### config.mk
export PLATFORM = sky130hd
export DESIGN_NAME = rs_scheduler_flat
export DESIGN_NICKNAME = d
export VERILOG_FILES = /design/src/rtl/rs_scheduler_if.sv /design/src/rtl/rs_scheduler.sv /design/src/flat_wrapper.sv
export SDC_FILE = /design/constraint.sdc
export NUM_CORES = 1
export LEC_CHECK = 0
export BUFFER_PORTS_ARGS = -buffer_cell sky130_fd_sc_hd__buf_4
export CORE_MARGIN = 2
export CORE_UTILIZATION = 27
export DETAILED_ROUTE_END_ITERATION = 16
export GPL_ROUTABILITY_DRIVEN = 0
export SLEW_MARGIN = 10
export SYNTH_ARGS = -nofsm -noshare
export SYNTH_HDL_FRONTEND = slang
export SYNTH_SLANG_ARGS = --single-unit
### constraint.sdc
create_clock -name clk_in -period 3 [get_ports clk_in]
set_clock_uncertainty 0.15 [all_clocks]
set_input_delay 0.6 -clock clk_in [delete_from_list [all_inputs] [get_ports clk_in]]
set_output_delay 0.6 -clock clk_in [all_outputs]
set_load 0.05 [all_outputs]
### src/rtl/rs_scheduler_if.sv
`default_nettype none
// ============================================================================
// Module      : rs_scheduler_if
// Description : Handshake bundle between the reservation-station scheduler
//               and its decode, common-data-bus and ALU neighbours.
// Revision    : 1.0 - initial release
// ============================================================================
interface rs_scheduler_if #(
    parameter int IDXBW   = 4,
    parameter int ROBIDBW = 4
);
    // Global control
    logic               rdy_in;
    logic               flush;

    // Allocation request / grant
    logic               alloc_req;
    logic               alloc_q1_valid;
    logic [ROBIDBW-1:0] alloc_q1;
    logic               alloc_q2_valid;
    logic [ROBIDBW-1:0] alloc_q2;
    logic               alloc_gnt;
    logic [IDXBW-1:0]   alloc_idx;
    logic               rs_full;
    logic [IDXBW:0]     rs_count;

    // Common data bus broadcasts
    logic               cdb0_valid;
    logic [ROBIDBW-1:0] cdb0_tag;
    logic               cdb1_valid;
    logic [ROBIDBW-1:0] cdb1_tag;

    // Issue offer to the ALU
    logic               issue_valid;
    logic [IDXBW-1:0]   issue_idx;
    logic               issue_ready;

    // Scheduler side
    modport slave (
        input  rdy_in, flush,
        input  alloc_req, alloc_q1_valid, alloc_q1, alloc_q2_valid, alloc_q2,
        input  cdb0_valid, cdb0_tag, cdb1_valid, cdb1_tag,
        input  issue_ready,
        output alloc_gnt, alloc_idx, rs_full, rs_count,
        output issue_valid, issue_idx
    );

    // Pipeline side driving the scheduler
    modport master (
        output rdy_in, flush,
        output alloc_req, alloc_q1_valid, alloc_q1, alloc_q2_valid, alloc_q2,
        output cdb0_valid, cdb0_tag, cdb1_valid, cdb1_tag,
        output issue_ready,
        input  alloc_gnt, alloc_idx, rs_full, rs_count,
        input  issue_valid, issue_idx
    );
endinterface
`default_nettype wire

### src/rtl/rs_scheduler.sv
`default_nettype none
// ============================================================================
// Module      : rs_scheduler
// Description : Reservation-station control core. Tracks slot occupancy and
//               operand tags, allocates the lowest free slot, wakes operands
//               from two CDBs and offers one ready slot per cycle to the ALU.
// Revision    : 1.0 - initial release
// ============================================================================
module rs_scheduler #(
    parameter int RSSZ    = 16,
    parameter int IDXBW   = 4,
    parameter int ROBIDBW = 4
) (
    input  logic           clk_in,
    input  logic           rst_in,
    rs_scheduler_if.slave  bus
);

    localparam logic [IDXBW:0] FULL_COUNT = (IDXBW+1)'(RSSZ);
    localparam logic [IDXBW:0] ONE_COUNT  = (IDXBW+1)'(1);

    // ------------------------------------------------------------------------
    // Slot state
    // ------------------------------------------------------------------------
    logic [RSSZ-1:0]    busy_q, busy_d;
    logic [RSSZ-1:0]    q1v_q,  q1v_d;
    logic [RSSZ-1:0]    q2v_q,  q2v_d;
    logic [ROBIDBW-1:0] q1_q [RSSZ];
    logic [ROBIDBW-1:0] q1_d [RSSZ];
    logic [ROBIDBW-1:0] q2_q [RSSZ];
    logic [ROBIDBW-1:0] q2_d [RSSZ];

    // Offer lock keeps the presented slot stable while the ALU stalls
    logic               lock_q, lock_d;
    logic [IDXBW-1:0]   lock_idx_q, lock_idx_d;

    logic [IDXBW:0]     count_q, count_d;

    // ------------------------------------------------------------------------
    // Combinational helpers
    // ------------------------------------------------------------------------
    logic [RSSZ-1:0]    ready_w;
    logic               free_found_w;
    logic [IDXBW-1:0]   free_idx_w;
    logic               ready_found_w;
    logic [IDXBW-1:0]   ready_idx_w;
    logic               full_w;
    logic               gnt_w;
    logic               offer_w;
    logic               issue_valid_w;
    logic [IDXBW-1:0]   issue_idx_w;
    logic               issue_fire_w;

    // True when either broadcast carries the given tag this cycle
    function automatic logic cdb_hit(
        input logic [ROBIDBW-1:0] tag,
        input logic               v0,
        input logic [ROBIDBW-1:0] t0,
        input logic               v1,
        input logic [ROBIDBW-1:0] t1
    );
        return (v0 && (t0 == tag)) || (v1 && (t1 == tag));
    endfunction

    // A slot may issue once it is occupied and no operand is still pending
    assign ready_w = busy_q & ~q1v_q & ~q2v_q;

    // Lowest free slot, from registered occupancy only
    always_comb begin
        free_found_w = 1'b0;
        free_idx_w   = '0;
        for (int i = 0; i < RSSZ; i++) begin
            if (!busy_q[i] && !free_found_w) begin
                free_found_w = 1'b1;
                free_idx_w   = IDXBW'(i);
            end
        end
    end

    // Lowest ready slot for a fresh offer
    always_comb begin
        ready_found_w = 1'b0;
        ready_idx_w   = '0;
        for (int i = 0; i < RSSZ; i++) begin
            if (ready_w[i] && !ready_found_w) begin
                ready_found_w = 1'b1;
                ready_idx_w   = IDXBW'(i);
            end
        end
    end

    assign full_w        = (count_q == FULL_COUNT);
    assign gnt_w         = bus.alloc_req && !full_w && bus.rdy_in && !bus.flush;
    assign offer_w       = lock_q || ready_found_w;
    assign issue_valid_w = offer_w && bus.rdy_in && !bus.flush;
    assign issue_idx_w   = lock_q ? lock_idx_q : ready_idx_w;
    assign issue_fire_w  = issue_valid_w && bus.issue_ready;

    assign bus.alloc_gnt   = gnt_w;
    assign bus.alloc_idx   = free_idx_w;
    assign bus.rs_full     = full_w;
    assign bus.rs_count    = count_q;
    assign bus.issue_valid = issue_valid_w;
    assign bus.issue_idx   = issue_idx_w;

    // Next-state: flush dominates; otherwise wakeup, issue and allocate together
    always_comb begin
        busy_d     = busy_q;
        q1v_d      = q1v_q;
        q2v_d      = q2v_q;
        q1_d       = q1_q;
        q2_d       = q2_q;
        lock_d     = lock_q;
        lock_idx_d = lock_idx_q;
        count_d    = count_q;

        if (bus.rdy_in) begin
            if (bus.flush) begin
                busy_d  = '0;
                q1v_d   = '0;
                q2v_d   = '0;
                lock_d  = 1'b0;
                count_d = '0;
            end else begin
                // Wakeup of pending operands in occupied slots
                for (int i = 0; i < RSSZ; i++) begin
                    if (busy_q[i] && q1v_q[i] &&
                        cdb_hit(q1_q[i], bus.cdb0_valid, bus.cdb0_tag,
                                bus.cdb1_valid, bus.cdb1_tag)) begin
                        q1v_d[i] = 1'b0;
                    end
                    if (busy_q[i] && q2v_q[i] &&
                        cdb_hit(q2_q[i], bus.cdb0_valid, bus.cdb0_tag,
                                bus.cdb1_valid, bus.cdb1_tag)) begin
                        q2v_d[i] = 1'b0;
                    end
                end

                // Issue handshake: release on accept, lock on stall
                if (issue_fire_w) begin
                    busy_d[issue_idx_w] = 1'b0;
                    lock_d              = 1'b0;
                end else if (issue_valid_w) begin
                    lock_d     = 1'b1;
                    lock_idx_d = issue_idx_w;
                end

                // Allocation; an operand produced this very cycle is stored as ready
                if (gnt_w) begin
                    busy_d[free_idx_w] = 1'b1;
                    q1_d[free_idx_w]   = bus.alloc_q1;
                    q2_d[free_idx_w]   = bus.alloc_q2;
                    q1v_d[free_idx_w]  = bus.alloc_q1_valid &&
                        !cdb_hit(bus.alloc_q1, bus.cdb0_valid, bus.cdb0_tag,
                                 bus.cdb1_valid, bus.cdb1_tag);
                    q2v_d[free_idx_w]  = bus.alloc_q2_valid &&
                        !cdb_hit(bus.alloc_q2, bus.cdb0_valid, bus.cdb0_tag,
                                 bus.cdb1_valid, bus.cdb1_tag);
                end

                // Occupancy count; grant and issue together cancel out
                case ({gnt_w, issue_fire_w})
                    2'b10:   count_d = count_q + ONE_COUNT;
                    2'b01:   count_d = count_q - ONE_COUNT;
                    default: count_d = count_q;
                endcase
            end
        end
    end

    // State registers with asynchronous active-low reset
    always_ff @(posedge clk_in or negedge rst_in) begin
        if (!rst_in) begin
            busy_q     <= '0;
            q1v_q      <= '0;
            q2v_q      <= '0;
            lock_q     <= 1'b0;
            lock_idx_q <= '0;
            count_q    <= '0;
            for (int i = 0; i < RSSZ; i++) begin
                q1_q[i] <= '0;
                q2_q[i] <= '0;
            end
        end else begin
            busy_q     <= busy_d;
            q1v_q      <= q1v_d;
            q2v_q      <= q2v_d;
            lock_q     <= lock_d;
            lock_idx_q <= lock_idx_d;
            count_q    <= count_d;
            for (int i = 0; i < RSSZ; i++) begin
                q1_q[i] <= q1_d[i];
                q2_q[i] <= q2_d[i];
            end
        end
    end

endmodule
`default_nettype wire

### src/flat_wrapper.sv
// flat-port wrapper written by rule: the top's interface ports become plain ports
module rs_scheduler_flat 
#(
    parameter int RSSZ    = 16,
    parameter int IDXBW   = 4,
    parameter int ROBIDBW = 4
)
  (clk_in, rst_in, bus_rdy_in, bus_flush, bus_alloc_req, bus_alloc_q1_valid, bus_alloc_q1, bus_alloc_q2_valid, bus_alloc_q2, bus_cdb0_valid, bus_cdb0_tag, bus_cdb1_valid, bus_cdb1_tag, bus_issue_ready, bus_alloc_gnt, bus_alloc_idx, bus_rs_full, bus_rs_count, bus_issue_valid, bus_issue_idx);
  rs_scheduler_if #(.IDXBW(IDXBW), .ROBIDBW(ROBIDBW)) bus_i ();
  input  logic clk_in;
  input  logic rst_in;
  input wire logic [$bits(bus_i.rdy_in)-1:0] bus_rdy_in;
  input wire logic [$bits(bus_i.flush)-1:0] bus_flush;
  input wire logic [$bits(bus_i.alloc_req)-1:0] bus_alloc_req;
  input wire logic [$bits(bus_i.alloc_q1_valid)-1:0] bus_alloc_q1_valid;
  input wire logic [$bits(bus_i.alloc_q1)-1:0] bus_alloc_q1;
  input wire logic [$bits(bus_i.alloc_q2_valid)-1:0] bus_alloc_q2_valid;
  input wire logic [$bits(bus_i.alloc_q2)-1:0] bus_alloc_q2;
  input wire logic [$bits(bus_i.cdb0_valid)-1:0] bus_cdb0_valid;
  input wire logic [$bits(bus_i.cdb0_tag)-1:0] bus_cdb0_tag;
  input wire logic [$bits(bus_i.cdb1_valid)-1:0] bus_cdb1_valid;
  input wire logic [$bits(bus_i.cdb1_tag)-1:0] bus_cdb1_tag;
  input wire logic [$bits(bus_i.issue_ready)-1:0] bus_issue_ready;
  output wire logic [$bits(bus_i.alloc_gnt)-1:0] bus_alloc_gnt;
  output wire logic [$bits(bus_i.alloc_idx)-1:0] bus_alloc_idx;
  output wire logic [$bits(bus_i.rs_full)-1:0] bus_rs_full;
  output wire logic [$bits(bus_i.rs_count)-1:0] bus_rs_count;
  output wire logic [$bits(bus_i.issue_valid)-1:0] bus_issue_valid;
  output wire logic [$bits(bus_i.issue_idx)-1:0] bus_issue_idx;
  assign bus_i.rdy_in = bus_rdy_in;
  assign bus_i.flush = bus_flush;
  assign bus_i.alloc_req = bus_alloc_req;
  assign bus_i.alloc_q1_valid = bus_alloc_q1_valid;
  assign bus_i.alloc_q1 = bus_alloc_q1;
  assign bus_i.alloc_q2_valid = bus_alloc_q2_valid;
  assign bus_i.alloc_q2 = bus_alloc_q2;
  assign bus_i.cdb0_valid = bus_cdb0_valid;
  assign bus_i.cdb0_tag = bus_cdb0_tag;
  assign bus_i.cdb1_valid = bus_cdb1_valid;
  assign bus_i.cdb1_tag = bus_cdb1_tag;
  assign bus_i.issue_ready = bus_issue_ready;
  assign bus_alloc_gnt = bus_i.alloc_gnt;
  assign bus_alloc_idx = bus_i.alloc_idx;
  assign bus_rs_full = bus_i.rs_full;
  assign bus_rs_count = bus_i.rs_count;
  assign bus_issue_valid = bus_i.issue_valid;
  assign bus_issue_idx = bus_i.issue_idx;
  rs_scheduler #(.RSSZ(RSSZ), .IDXBW(IDXBW), .ROBIDBW(ROBIDBW)) u_core (.clk_in(clk_in), .rst_in(rst_in), .bus(bus_i));
endmodule
; ---- After elaboration in Yosys (flattened, before gate mapping)
; Cells that the tools add are included.
; Widths: inputs -> output; s select.
[totals]
register_bits = 186
inputBits = 26
elab_cells = 571
[classes]
add_sub_neg = 2
magnitude_cmp = 6
eq_ne = 71
mux = 182
bitwise_logic = 10
reduce_logical = 262
[ops]
columns = cell, count
row1 = $eq 4x4->1, 68
row2 = $logic_and 1x1->1, 173
row3 = $mux 16, 9
row4 = $mux 1, 134
row5 = $bwmux 64, 2
row6 = $mux 4, 24
row7 = $and 16x16->16, 3
row8 = $logic_not 1->1, 48
row9 = $not 16->16, 3
row10 = $logic_or 1x1->1, 35
row11 = $bwmux 16, 2
row12 = $demux 4 s4, 1
row13 = $or 16x16->16, 1
row14 = $mux 3, 4
row15 = $lt 4x5->1 const B, 2
row16 = $pmux 5 s2, 1
row17 = $demux 1 s4, 2
row18 = $ge 4x1->1 const B, 2
row19 = $reduce_bool 3->1, 2
row20 = $add 5x1->5 const B, 1
row21 = $eq 5x5->1 const B, 1
row22 = $ge 5x5->1 const B, 1
row23 = $lt 5x1->1 const B, 1
row24 = $mux 5, 1
row25 = other kinds (9), 12

; ---- Logic depth before layout (Yosys ltp)
; Gate-level depths: netlist (run 1).
[depth]
ltp_word = 62
mapped_depth = 12
mapped_depth_nobuf = 11

; ---- Worst setup path after synthesis (run 1)
; Ideal clock, no wire load.
[synth_timing]
path_type = in2reg
startpoint = input bus_flush
endpoint = register u_core.count_q[4] (netlist: u_core.bus.rs_count[4])
setup_time_ns = 0.070
arrival_ns = 3.733
setup_slack_ns = -0.953
stages = 12
path_buffers = 1
path_cell_list = clkbuf_1 -> nand3b_1 -> a31oi_1 -> nor2b_1 -> o311ai_4 -> xnor2_1 -> ha_1 -> or3_1 -> a21oi_1 -> mux2i_1 -> or4_1 -> nand3_1
[synth_rtl]
columns = item, line
row1 = start: declaration, flat_wrapper.sv:13  ; input wire logic [$bits(bus_i.flush)-1:0] bus_flush;
row2 = $logic_not 1->1 *, rs_scheduler.sv:93  ; assign gnt_w = bus.alloc_req && !full_w && bus.rdy_in && !bus.flush;
row3 = $logic_and 1x1->1 *, rs_scheduler.sv:93
row4 = via bus_alloc_gnt, flat_wrapper.sv:24  ; output wire logic [$bits(bus_i.alloc_gnt)-1:0] bus_alloc_gnt;
row5 = $eq 2x1->1 / $eq 2x2->1 (equally long branches), rs_scheduler.sv:162  ; case ({gnt_w, issue_fire_w})
row6 = $pmux 5 s2 / $reduce_bool 3->1 (equally long branches), --
row7 = $mux 5 / $reduce_and 2->1 (equally long branches), --
row8 = end signal: assignment, rs_scheduler.sv:190  ; count_q <= count_d;
row9 = end: declaration, rs_scheduler.sv:37  ; logic [IDXBW:0] count_q, count_d;
; The timed path passes the listed nets; every way through them passes the cells marked *.
; A chain may end at the register's enable or synchronous reset.

; ---- Worst setup path after layout (run 1)
[layout_timing]
startpoint = register u_core.busy_q[13]
endpoint = output bus_issue_valid
[layout_via]
elab_chain_cells = 13
[layout_lines]
columns = item, line
row1 = start: declaration, rs_scheduler.sv:25  ; logic [RSSZ-1:0] busy_q, busy_d;
row2 = start signal: assignment, rs_scheduler.sv:185  ; busy_q <= busy_d;
row3 = $and 16x16->16 * (2 in a row), rs_scheduler.sv:66  ; assign ready_w = busy_q & ~q1v_q & ~q2v_q;
row4 = $logic_and 1x1->1 *, rs_scheduler.sv:85  ; if (ready_w[i] && !ready_found_w) begin
row5 = $mux 1 *, rs_scheduler.sv:85
row6 = $logic_not 1->1, rs_scheduler.sv:85
row7 = $logic_and 1x1->1, rs_scheduler.sv:85
row8 = $mux 1 *, rs_scheduler.sv:85
row9 = $logic_not 1->1, rs_scheduler.sv:85
row10 = $logic_and 1x1->1, rs_scheduler.sv:85
row11 = $mux 1 *, rs_scheduler.sv:85
row12 = $logic_or 1x1->1 *, rs_scheduler.sv:94  ; assign offer_w = lock_q || ready_found_w;
row13 = $logic_and 1x1->1 * (2 in a row), rs_scheduler.sv:95  ; assign issue_valid_w = offer_w && bus.rdy_in && !bus.flush;
row14 = end: declaration, flat_wrapper.sv:28  ; output wire logic [$bits(bus_i.issue_valid)-1:0] bus_issue_valid;
; Every way passes the cells marked *; elsewhere a longest branch is shown, timed or not.

==> metrics.md, run 1 <==
| Metric | Value |
|---|---|
| Status | `finished with violations` |
| Failing checks | `setup timing` |
| Starting utilization of the core area | `a little over a quarter` |
| Minimum period implied by the final worst setup slack | `3.13 ns` |
| Number of synthesized flops with an enable pin | `0` |
| Layout fillers | `4344` |
| Clk pwr share | `between 30 and 40%` |
| Cell-by-cell listing of the critical path | `nor3b_4 -> or2_1 -> or4_4 -> buf_4 -> buf_6 -> nor3_4 -> nor2_2 -> buf_6` |
| Total congestion overflow | `0` |
| Root buffer cell | `clkbuf_16` |
| Worst max-slew margin expressed relative to the limit | `57.7%` |
| Power density over cell area | `between 500 and 600 mW/mm^2` |
| Clock transition at path regs | `about 0.080 ns` |
| CTS tree | `done` |
| Worst-case hold slack | `approximately 0.0065 ns` |
| Post-detailed-placement cell area | `0.0134 mm^2` |
| Slowest cell on the critical path | `or4_4` |
| Starting DRC count in detailed routing | `between 500 and 600` |
| Transition time at the pin with the least slew margin | `approximately 0.63 ns` |
| Layout overhead on the synthesized area | `20.4%` |
| GRT Total Usage | `between 10% and 20%` |
| Vertical extent of the die | `between 200 and 250 um` |
| Number of flip-flops and latches in the synthesized netlist | `~190` |
| Yosys Warn Count | `0` |
| Total standard cell area after synthesis | `0.0118 mm^2` |
| Number of unique standard cell types used by synthesis | `61` |
| Final routed wirelength across all metal layers | `between 30000 and 40000 um` |
| Total clock buffers created by CTS | `17` |
| Proportion of register bits with asynchronous set or reset after synthesis | `100%` |
| Remaining design rule violation count | `0` |
| Count of buffering cells on the critical path with inverters included | `3` |
| Synth area leaders | `dfrtp_1, xor2_1, mux2_2, nand2_1, xnor2_1` |
| Kind of path behind the tightest hold check | `input port to async pin` |
| Count of standard-cell rows | `76` |
| RSZ-0062 raised after global routing | `yes` |
| Syn_area_per_cell | `around 9.3 um^2` |
| Cell-internal power | `about 4.7 mW` |
| Leakage power total | `roughly 6.6 nW` |
| Global-route wire length before repair | `56300 um` |
| Number of input and output port buffers inserted | `41` |
| Leading cell type in the layout, fill and taps excluded | `nand2_1` |
| Average vias per placed instance | `~5` |
| Initial antenna violation count | `0` |
| Endpoint class of the critical path | `primary output` |
| CP most frequent cell | `buf_6` |
| Leading cell types in the layout, fill and taps excluded | `nand2_1, xor2_1, dfrtp_1` |
| # Max-Cap Violations | `0` |
| H-tree levels | `4` |
| Largest stage delay on the critical path | `around 0.52 ns` |
| Pin count of the biggest net entering global routing | `just over 70` |
| Fraction of final layout cells sized beyond drive strength 1 | `~23%` |
| Arrival time at the worst endpoint | `around 2.4 ns` |
| Share of the synthesized area in the top cell type | `between 30% and 40%` |
| Maximum vdd ir drop | `around 0.35 mV` |
| Final Setup Violations | `3` |
| Peak Freq | `319 MHz` |
| Max-slew violation total from the final report | `0` |
| Worst Setup Slack, final | `-0.130 ns` |
| Worst Setup Path Type | `register to primary output` |
| Final Cycle Share | `104%` |
| DR pass1 iterations | `7` |
| Instance count of the mapped netlist | `approximately 1300` |
| WL per Instance | `around 18 um` |
| Max clock buf depth | `2` |
| Total Nets Final | `about 1400` |
| Die Footprint | `0.0453 mm^2` |
| Clock latency reported for the late side of the worst-skew pair | `0.45 ns` |
| Required @ worst endpoint | `between 2 and 2.5 ns` |
| Share of total power in sequential cells | `40.7%` |
| Number of nets produced by synthesis | `1299` |
| CP startpoint kind | `register` |
| Net switching power | `roughly 2.4 mW` |
| DRT antenna net count | `0` |
| Synth Flop Type | `dfrtp_1` |
| Design Area, Final | `between 0.01 and 0.015 mm^2` |
| Share of power burned in combinational logic | `approximately 29%` |
| # IOs | `42` |
| Routed via count | `9497` |
| Sink Count | `186` |
| Sequential cell area fraction in the yosys report | `roughly two fifths` |
| Biggest fanout along the worst timing path | `3` |
| Final hold violation count | `0` |
| Sw frac | `about 34%` |
| HPWL after detailed placement | `between 20000 and 25000 um` |
| Cell family contributing the most delay on the critical path | `simple AND/OR/NAND/NOR gates` |
| Cell type with the largest total area after synthesis | `dfrtp_1` |
| Vias in the first global route | `just under 10000` |
| Core area | `~0.043 mm^2` |
| Chip width | `~210 um` |
final timing paths:
path                                          end                 start  slack, ns  cells past startpoint
max in group asynchronous         u_core.q2_q[49]                rst_in       1.82                      2
min                               u_core.q2_q[39]                rst_in      0.006                      1
max                               bus_issue_valid     u_core.busy_q[13]      -0.13                      8
max reg2reg                u_core.bus.rs_count[4]     u_core.busy_q[13]      -0.08                     11
min in group clk_in          u_core.lock_idx_q[1]  u_core.lock_idx_q[1]       0.35                      2
min reg2reg                  u_core.lock_idx_q[1]  u_core.lock_idx_q[1]       0.35                      2
what timing repair did:
action	in CTS	in global routing
resized for setup	23	29
setup endpoints to repair	5	10
buffers inserted	1	6
hold buffers	0	0
gates cloned	0	0
pin swaps	10	13
kinds of logic (layout without fill, tap and decap cells):
| logic type | after synthesis | in the layout | share of synthesized area (%) |
|---|---|---|---|
| compound gates | 172 | 172 | 10.8 |
| xor+xnor | 274 | 274 | 20.4 |
| buf+inv | 111 | 203 | 3.64 |
| fa+ha+maj | 2 | 2 | 0.212 |
| mux | 76 | 76 | 7.25 |
| simple gates | 450 | 450 | 18.2 |
| flops | 186 | 186 | 39.5 |
| other cells | 0 | 1 | 0 |
power by group through the flow:
stage          clock network [mW]  logic (mW)  registers [mW]
2_1_floorplan                   0        1.15            3.06
3_3_place_gp                    0        1.91            2.96
4_1_cts                      2.26        2.01            2.92
6_report                     2.20        2.07            2.93
3_5_place_dp                    0        1.95            2.97
5_1_grt                      2.36        2.24            2.96
synthesized netlist by cell type, types with 4 or more instances:
| cell type | number |
|---|---|
| inv_1 | 22 |
| o31ai_1 | 32 |
| buf_1 | 17 |
| or3b_2 | 4 |
| nor2_1 | 18 |
| nand3_1 | 80 |
| clkbuf_1 | 62 |
| dfrtp_1 | 186 |
| nand3b_1 | 5 |
| xnor2_1 | 76 |
| a21oi_1 | 23 |
| a21boi_0 | 26 |
| a31o_2 | 5 |
| nor3_1 | 75 |
| buf_2 | 10 |
| and2_1 | 9 |
| nand2b_1 | 7 |
| mux2_2 | 74 |
| nor2b_1 | 5 |
| xor2_1 | 198 |
| a31oi_1 | 9 |
| nand4_1 | 7 |
| o21ai_0 | 17 |
| nand2_1 | 203 |
| and3_1 | 4 |
| a22o_1 | 30 |
| nor3b_1 | 10 |
worst reg2reg max path, cell delays in order, from the launching register on:
cell and delay [ns]:
dfrtp_1 0.38, nor3b_4 0.16, or2_1 0.24, or4_4 0.52, o311ai_4 0.26, xnor2_1 0.11, ha_2 0.18, or3_4 0.33
a21oi_2 0.13, mux2i_1 0.10, or4_1 0.41, nand3_1 0.08
routing by layer:
metal / routed length (um) / global-route usage, % / vias to the layer above
met3: 1020 / 1.93 / 36
met1: 15900 / 20.4 / 4787
met4: 597 / 5.02 / 0
li1: - / - / 4500
met5: 0 / 0 / -
met2: 18000 / 28.5 / 174
through the flow:
stage / power, mW / TNS, ns / util, % / worst slack (ns) / instances
after floorplan: 4.21 / -0.245 / - / -0.245 / 1271
after global placement: 4.87 / -0.156 / 31.0 / -0.156 / 1910
final: 7.19 / -0.233 / 32.9 / -0.130 / 1949
after detailed placement: 4.92 / -0.166 / 31.0 / -0.166 / 1910
after CTS: 7.19 / -0.330 / 32.5 / -0.121 / 1942
after global routing: 7.56 / -0.686 / 32.9 / -0.229 / 1948
final cells by class:
cell class	instances	area [um^2]	share of cell area, %
Multi-Input combinational cell	974	6900	48.7
Clock buffer	20	437	3.08
Clock inverter	11	114	0.803
Tap cell	585	732	5.16
Inverter	22	85.1	0.600
Timing Repair Buffer	150	1250	8.81
Sequential cell	186	4650	32.8
Antenna cell	1	2.50	0.0177
state kept, by name, indices dropped and copies added, names as in the netlist:
name                 flops
u_core.lock_idx_q        4
u_core.q1v_q            16
u_core.busy_q           16
u_core.lock_q            1
u_core.bus.rs_count      5
u_core.q1_q             64
u_core.q2_q             64
u_core.q2v_q            16
(Power assumes the default switching activity.)
==> run 2: changes to the inputs <==
==> constraint.sdc (replaced) <==
create_clock -name clk_in -period 3 [get_ports clk_in]
set_clock_uncertainty 0.15 [all_clocks]
set_input_delay 0.15 -clock clk_in [delete_from_list [all_inputs] [get_ports clk_in]]
set_output_delay 0.15 -clock clk_in [all_outputs]
set_load 0.05 [all_outputs]
==> run 2 against run 1 <==
  * Non-clock buffer count fell by 16
  * Sequential share of layout area rose by 0.65 points
  * Largest cell class unchanged
  * The flow still finishes with violations (setup timing)
  * Global-route usage rose by 0.075 points
  * Sequential power barely moved
  * Worst setup slack improved by 0.054 ns
  * Power fell by 0.88%
  * Combinational power fell by 4%
==> metrics.md, run 2 (synthesized netlist as in run 1, its figures left out) <==
| Metric | Value |
|---|---|
| Starting DRC count in detailed routing | `626 (+17%)` |
| Post-detailed-placement cell area | `0.0132 mm^2 (-1.5%)` |
| Routed via count | `9543 (+0.48%)` |
| Vias in the first global route | `9673 (-1.4%)` |
| Share of total power in sequential cells | `41.1% (+0.4 points)` |
| Clock latency reported for the late side of the worst-skew pair | `0.44 ns (about the same)` |
| Layout fillers | `4377 (+0.76%)` |
| Maximum vdd ir drop | `0.323 mV (-7.6%)` |
| Largest registers | `u_core.q1_q: 64 flops, u_core.q2_q: 64 flops` |
| Required @ worst endpoint | `3.23 ns (+0.98 ns)` |
| HPWL after detailed placement | `24200 um (-2.8%)` |
| Worst Setup Path Type | `register to register` |
| Total Nets Final | `1363 (-1.2%)` |
| Remaining design rule violation count | `0 (unchanged)` |
| Worst Hold Path Cells | `4` |
| Area of combinational cells with multiple inputs | `0.00677 mm^2 (-1.9%)` |
| Power density over cell area | `513 mW/mm^2 (+1.1%)` |
| Slack of the worst reg-to-reg path | `-0.08 ns (about the same)` |
| Average vias per placed instance | `4.94 (+1.3%)` |
| Chip width | `213 um (unchanged)` |
| Final Cycle Share | `103% (-1.8 points)` |
| DRT antenna net count | `0 (unchanged)` |
| Fin Setup TNS | `-0.0760 ns (+0.157 ns)` |
| Fraction of final layout cells sized beyond drive strength 1 | `19.6% (-2.9 points)` |
| Sw frac | `34.6% (+0.54 points)` |
| Status | `finished with violations` |
| CP startpoint kind | `register` |
| Final Setup Violations | `1 (-2)` |
| Global-route wire length before repair | `56300 um (about the same)` |
| Launching point of the worst reg2reg path | `u_core.busy_q[12]` |
| Failing checks | `setup timing` |
| Die Footprint | `0.0453 mm^2 (unchanged)` |
| Peak Freq | `325 MHz (+1.8%)` |
| Clk pwr share | `31.0% (+0.4 points)` |
| Biggest fanout along the worst timing path | `2 (-1)` |
| Transition time at the pin with the least slew margin | `0.678 ns (+0.0445 ns)` |
| Reg2Reg Depth | `11 (unchanged)` |
| Leakage power total | `6.40 nW (-2.4%)` |
| Minimum period implied by the final worst setup slack | `3.08 ns (-0.0541 ns)` |
| Net switching power | `2.47 mW (+0.70%)` |
| Worst Setup Slack, final | `-0.0760 ns (+0.0541 ns)` |
| Kind of path behind the tightest hold check | `input port to register` |
| Core area | `0.0431 mm^2 (unchanged)` |
| Endpoint class of the critical path | `register` |
| DR pass1 iterations | `5 (-2)` |
| Footprint of the flip-flops and latches | `0.00465 mm^2 (unchanged)` |
| Pin count of the biggest net entering global routing | `60 (-15%)` |
| WL per Instance | `18.4 um (+1.2%)` |
| Capture point of the worst reg-to-reg path | `u_core.bus.rs_count[4]` |
| Total clock buffers created by CTS | `17 (unchanged)` |
| Vertical extent of the die | `213 um (unchanged)` |
| Share of the core filled with cells in the final layout | `32.3% (-0.64 points)` |
| Total congestion overflow | `0 (unchanged)` |
| Inserted Diodes | `0 (-1)` |
| Hold path startpoint | `bus_rdy_in` |
| Max clock buf depth | `2 (unchanged)` |
| Initial antenna violation count | `1 (+1)` |
| Leading cell types in the layout, fill and taps excluded | `nand2_1, xor2_1, dfrtp_1` |
| Arrival time at the worst endpoint | `3.31 ns (+0.93 ns)` |
| RSZ-0062 raised after global routing | `yes` |
| Leading cell type in the layout, fill and taps excluded | `nand2_1` |
| Sink of the worst hold path | `u_core.q2v_q[9]` |
| Final hold violation count | `0 (unchanged)` |
| Cell-internal power | `4.66 mW (-1.7%)` |
| CTS tree | `done` |
| Count of standard-cell rows | `76 (unchanged)` |
| Starting utilization of the core area | `27.3% (unchanged)` |
| # IOs | `42 (unchanged)` |
| Number of input and output port buffers inserted | `41 (unchanged)` |
| H-tree levels | `4 (unchanged)` |
| # Max-Cap Violations | `0 (unchanged)` |
| Design Area, Final | `0.0139 mm^2 (-2.0%)` |
| Layout overhead on the synthesized area | `18.1%` |
| Max-slew violation total from the final report | `0 (unchanged)` |
| Share of power burned in combinational logic | `27.9% (-0.8 points)` |
| Worst max-slew margin expressed relative to the limit | `54.7% (-3.0 points)` |
| Clock transition at path regs | `0.08 ns (about the same)` |
| Sink Count | `186 (unchanged)` |
| GRT Total Usage | `16.2% (+0.075 points)` |
| Final routed wirelength across all metal layers | `35600 um (+0.35%)` |
| Root buffer cell | `clkbuf_16` |
[run 2: changes by cell type in the layout (fill, tap and decap cells not counted), sizes merged]
| cell | change |
|---|---|
| buf | -25 |
| dlygate4sd3 | +9 |
| clkinvlp | +2 |
| bufinv | -1 |
| diode | -1 |
[run 2: worst max-delay path by stage]
stage,from,endpoint,cells past startpoint
after floorplan,u_core.busy_q[9],u_core.bus.rs_count[4],11
after global placement,u_core.busy_q[9],u_core.bus.rs_count[4],11
after detailed placement,u_core.busy_q[9],u_core.bus.rs_count[4],11
after CTS,u_core.busy_q[12],u_core.bus.rs_count[4],11
after global routing,u_core.busy_q[12],u_core.bus.rs_count[4],11
final,u_core.busy_q[12],u_core.bus.rs_count[4],11
[run 2: cell type report]
cell class | count | area share (%)
inverter | 22 | 0.621
timing repair buffer | 134 | 7.86
multi-input combinational | 974 | 48.7
clock inverter | 12 | 0.774
sequential | 186 | 33.5
clock buffer | 20 | 3.29
tap | 585 | 5.27
[run 2: repair_timing]
item                                    4_1_cts  5_1_grt
endpoints found under the setup margin        2       10
hold endpoints to repair                    190        0
setup buffers                                 0        5
hold buffers                                  9        0
pin swaps                                     3        3
gates cloned                                  0        0
resized for setup                             3        9
[run 2: routing by layer]
| layer | vias up | share of wire, % | GRT usage [%] |
|---|---|---|---|
| met1 | 4779 | 45 | 21.3 |
| met5 | - | 0 | 0 |
| met4 | 0 | 3.1 | 6.32 |
| li1 | 4476 | - | - |
| met3 | 61 | 3.8 | 2.15 |
| met2 | 227 | 48 | 26.9 |
[run 2: power by group through the flow]
stage	Combinational, mW	Clock, mW	Sequential (mW)
2_1_floorplan	1.15	0	3.06
3_3_place_gp	1.87	0	2.96
3_5_place_dp	1.91	0	2.98
4_1_cts	1.94	2.26	2.93
5_1_grt	2.16	2.36	2.96
6_report	1.99	2.21	2.93
[run 2: critical path, stage by stage (launching register included)]
cell	delay (ns)
dfrtp_1	0.38
nor3b_1	0.15
or2_1	0.25
or4_4	0.52
o311ai_4	0.25
xnor2_1	0.11
ha_2	0.18
or3_4	0.33
a21oi_2	0.13
mux2i_1	0.10
or4_1	0.40
nand3_1	0.08
[run 2: metrics by stage]
step | hold WS, ns | instances | worst slack (ns) | power, mW
after floorplan | -0.296 | 1271 | -0.245 | 4.21
after CTS | 0.0180 | 1928 | -0.103 | 7.13
final | 0.0311 | 1933 | -0.0760 | 7.13
after global placement | 0.0120 | 1887 | -0.141 | 4.83
after global routing | 0.0471 | 1933 | -0.220 | 7.48
after detailed placement | 0.0148 | 1887 | -0.166 | 4.89
==> run 3: changes to the inputs <==
Settings changed: ABC_AREA set to 1.
==> run 3 against run 2 <==
  * The run now ends clean
  * Critical path type unchanged
  * Synthesized cell count rose by 27%
  * Largest cell class unchanged
  * Sequential power shrank 7.2%
  * Global-route usage up 2.2 points
  * Largest power group unchanged
  * Core utilization about the same
==> metrics.md, run 3 <==
| Metric | Value |
|---|---|
| Endpoint class of the critical path | `register` |
| Chip width | `214 um (+0.39%)` |
| Number of unique standard cell types used by synthesis | `44 (-28%)` |
| Total standard cell area after synthesis | `0.0119 mm^2 (+0.81%)` |
| Core area | `0.0433 mm^2 (+0.44%)` |
| Number of input and output port buffers inserted | `41 (unchanged)` |
| Slowest cell on the critical path | `dfrtp_2` |
| Kind of path behind the tightest hold check | `input port to register` |
| Worst max-slew margin expressed relative to the limit | `23.5% (-31 points)` |
| Share of the synthesized area in the top cell type | `39.2% (-0.32 points)` |
| Syn_area_per_cell | `7.36 um^2 (-21%)` |
| Net switching power | `2.09 mW (-15%)` |
| Count of standard-cell rows | `76 (unchanged)` |
| Minimum period implied by the final worst setup slack | `2.90 ns (-0.177 ns)` |
| GRT Total Usage | `18.3% (+2.2 points)` |
| Number of synthesized flops with an enable pin | `0 (unchanged)` |
| Status | `completed` |
| Final Setup Violations | `0 (-1)` |
| Clock transition at path regs | `0.07 ns (about the same)` |
| Share of power burned in combinational logic | `18.9% (-9.0 points)` |
| Share of total power in sequential cells | `43.1% (+2.0 points)` |
| Largest stage delay on the critical path | `0.45 ns (-0.07 ns)` |
| Final Cycle Share | `96.6% (-5.9 points)` |
| Cell-internal power | `4.23 mW (-9.4%)` |
| Total clock buffers created by CTS | `17 (unchanged)` |
| Largest registers | `u_core.q1_q: 64 flops, u_core.q2_q: 64 flops` |
| Most common cell in the netlist | `nand2_1` |
| Sw frac | `33.1% (-1.5 points)` |
| Instance count of the mapped netlist | `1612 (+27%)` |
| Peak Freq | `345 MHz (+6.1%)` |
| Synth area leaders | `dfrtp_1, nand2_1, o21ai_0, inv_1, o22ai_1` |
| WL per Instance | `18.5 um (+0.38%)` |
| Biggest fanout along the worst timing path | `5 (+3)` |
| Max clock buf depth | `2 (unchanged)` |
| Remaining design rule violation count | `0 (unchanged)` |
| Initial antenna violation count | `0 (-1)` |
| Area of combinational cells with multiple inputs | `0.00615 mm^2 (-9.2%)` |
| Design Area, Final | `0.0139 mm^2 (+0.30%)` |
| Cell type with the largest total area after synthesis | `dfrtp_1` |
| Routed via count | `11900 (+25%)` |
| Maximum vdd ir drop | `0.361 mV (+12%)` |
| Starting utilization of the core area | `27.4% (+0.10 points)` |
| Sequential cell area fraction in the yosys report | `39.2% (-0.32 points)` |
| Proportion of register bits with asynchronous set or reset after synthesis | `100% (unchanged)` |
| DR pass1 iterations | `8 (+3)` |
| Fraction of final layout cells sized beyond drive strength 1 | `12.2% (-7.4 points)` |
| Worst-case hold slack | `0.0254 ns (-0.00568 ns)` |
| Synth Flop Type | `dfrtp_1` |
| Final routed wirelength across all metal layers | `41500 um (+17%)` |
| Total congestion overflow | `0 (unchanged)` |
| Leakage power total | `5.97 nW (-6.7%)` |
| Clk pwr share | `38.0% (+7.0 points)` |
| Footprint of the flip-flops and latches | `0.00466 mm^2 (+0.11%)` |
| Vertical extent of the die | `214 um (+0.39%)` |
| Number of flip-flops and latches in the synthesized netlist | `186 (unchanged)` |
| Vias in the first global route | `11500 (+19%)` |
| DRT antenna net count | `0 (unchanged)` |
| Slack of the worst reg-to-reg path | `0.10 ns (+0.18 ns)` |
| Layout overhead on the synthesized area | `17.5%` |
| Post-detailed-placement cell area | `0.0129 mm^2 (-1.7%)` |
| Number of nets produced by synthesis | `1640 (+26%)` |
| HPWL after detailed placement | `27300 um (+13%)` |
| # Max-Cap Violations | `0 (unchanged)` |
| Yosys Warn Count | `0 (unchanged)` |
| CP startpoint kind | `register` |
| RSZ-0062 raised after global routing | `yes` |
| Starting DRC count in detailed routing | `1255 (+100%)` |
| Cell family contributing the most delay on the critical path | `simple AND/OR/NAND/NOR gates` |
| Max-slew violation total from the final report | `0 (unchanged)` |
| Arrival time at the worst endpoint | `3.09 ns (-0.22 ns)` |
| Cell-by-cell listing of the critical path | `nand3_2 -> nand2_1 -> nor2_2 -> nand4_1 -> nor2_4 -> nand4_4 -> nor3_4 -> nand4_1 -> nand4_4 -> xor2_1 -> ha_1 -> o21bai_4 -> nand3_2 -> nand2_1 -> nand2_1 -> nand3_1 -> nand2_1` |
| Count of buffering cells on the critical path with inverters included | `0 (unchanged)` |
| Layout fillers | `4520 (+3.3%)` |
| H-tree levels | `4 (unchanged)` |
| Root buffer cell | `clkbuf_16` |
| Most frequent cells after synthesis | `nand2_1, o21ai_0, inv_1` |
| Transition time at the pin with the least slew margin | `1.14 ns (+0.465 ns)` |
| Pin count of the biggest net entering global routing | `89 (+48%)` |
| Power density over cell area | `453 mW/mm^2 (-12%)` |
| Die Footprint | `0.0457 mm^2 (+0.79%)` |
| Average vias per placed instance | `5.31 (+7.6%)` |
| Total Nets Final | `1675 (+23%)` |
| Required @ worst endpoint | `3.19 ns (-0.04 ns)` |
| Global-route wire length before repair | `64700 um (+15%)` |
| Worst Setup Path Type | `register to register` |
| Final hold violation count | `0 (unchanged)` |
| Leading cell type in the layout, fill and taps excluded | `nand2_1` |
| Clock latency reported for the late side of the worst-skew pair | `0.45 ns (about the same)` |
| # IOs | `42 (unchanged)` |
| Sink Count | `186 (unchanged)` |
| Inserted Diodes | `0 (unchanged)` |
| Leading cell types in the layout, fill and taps excluded | `nand2_1, o21ai_0, inv_1` |
| CP most frequent cell | `nand2_1` |
| CTS tree | `done` |
==> run 3: cell count changes after synthesis, sizes merged, moves of 37 or more <==
cell	delta
nand2	+147
o2111ai	+59
nand3	-45
mux2	-74
a21oi	+95
nor3	-56
o21ai	+237
o22ai	+107
xor2	-175
xnor2	-37
inv	+174
==> run 3: logic make-up (layout without fill, tap and decap cells) <==
family,after synthesis,in the layout,synth area share (%)
AO/OA/AOI/OAI,572,572,28.3
AND/OR/NAND/NOR,482,482,17.6
buffers and inverters,308,356,10.1
flip-flops,186,186,39.2
XOR/XNOR,62,62,4.57
adder cells (fa/ha/maj),2,2,0.211
==> run 3: what timing repair did <==
action,in CTS,in global routing
setup endpoints to repair,4,76
setup buffers,1,11
gates resized for setup,3,35
endpoints found under the hold margin,155,0
hold buffers,12,0
pin swaps,0,10
==> run 3: area by class of cell <==
type	instances	area share, %
flip-flops and latches	186	33.4
inverters	202	5.46
repair buffers	122	7.30
clock inverters	14	1.31
well taps	585	5.25
clock buffers	18	3.15
multi-input cells	1118	44.1
==> run 3: final timing paths <==
| check | from | end | cells after the start |
|---|---|---|---|
| max | u_core.busy_q[3] | u_core.bus.rs_count[4] | 17 |
| min | bus_issue_ready | u_core.lock_idx_q[3] | 4 |
| max reg2reg | u_core.busy_q[3] | u_core.bus.rs_count[4] | 17 |
| min reg2reg | u_core.q1_q[52] | u_core.q1_q[52] | 2 |
| max in group asynchronous | rst_in | u_core.q1v_q[13] | 3 |
| min in group asynchronous | rst_in | u_core.q2_q[56] | 2 |
==> run 3: worst register-to-register path, cell delays in order (launching register included) <==
cell	delay (ns)
dfrtp_2	0.45
nand3_2	0.11
nand2_1	0.08
nor2_2	0.16
nand4_1	0.15
nor2_4	0.19
nand4_4	0.11
nor3_4	0.23
nand4_1	0.21
nand4_4	0.16
xor2_1	0.18
ha_1	0.18
o21bai_4	0.14
nand3_2	0.09
nand2_1	0.07
nand2_1	0.04
nand3_1	0.06
nand2_1	0.05
==> run 3: metal layers <==
metal | vias to the layer above | wire, um | track usage, %
li1 | 5609 | - | -
met1 | 5686 | 17400 | 23.6
met2 | 521 | 19700 | 30.5
met3 | 105 | 2720 | 2.33
met4 | 0 | 1640 | 8.86
met5 | - | 0 | 0
==> run 3: metrics by stage <==
step	power, mW	worst slack [ns]	instances	TNS (ns)	util (%)
finish	6.32	0.101	2245	0	32.2
global route	6.59	-0.0827	2245	-0.474	32.2
CTS	6.28	0.000659	2234	0	31.7
detailed placement	3.87	0.0578	2189	0	29.9
global placement	3.85	0.149	2189	0	29.9
floorplan	3.45	0.0901	1612	0	-
==> run 3: power by group through the flow <==
stage,Sequential (mW),Combinational [mW],Clock (mW)
after CTS,2.71,1.13,2.44
final,2.72,1.20,2.40
after detailed placement,2.76,1.11,0
after global placement,2.75,1.10,0
after floorplan,2.78,0.666,0
after global routing,2.73,1.31,2.55
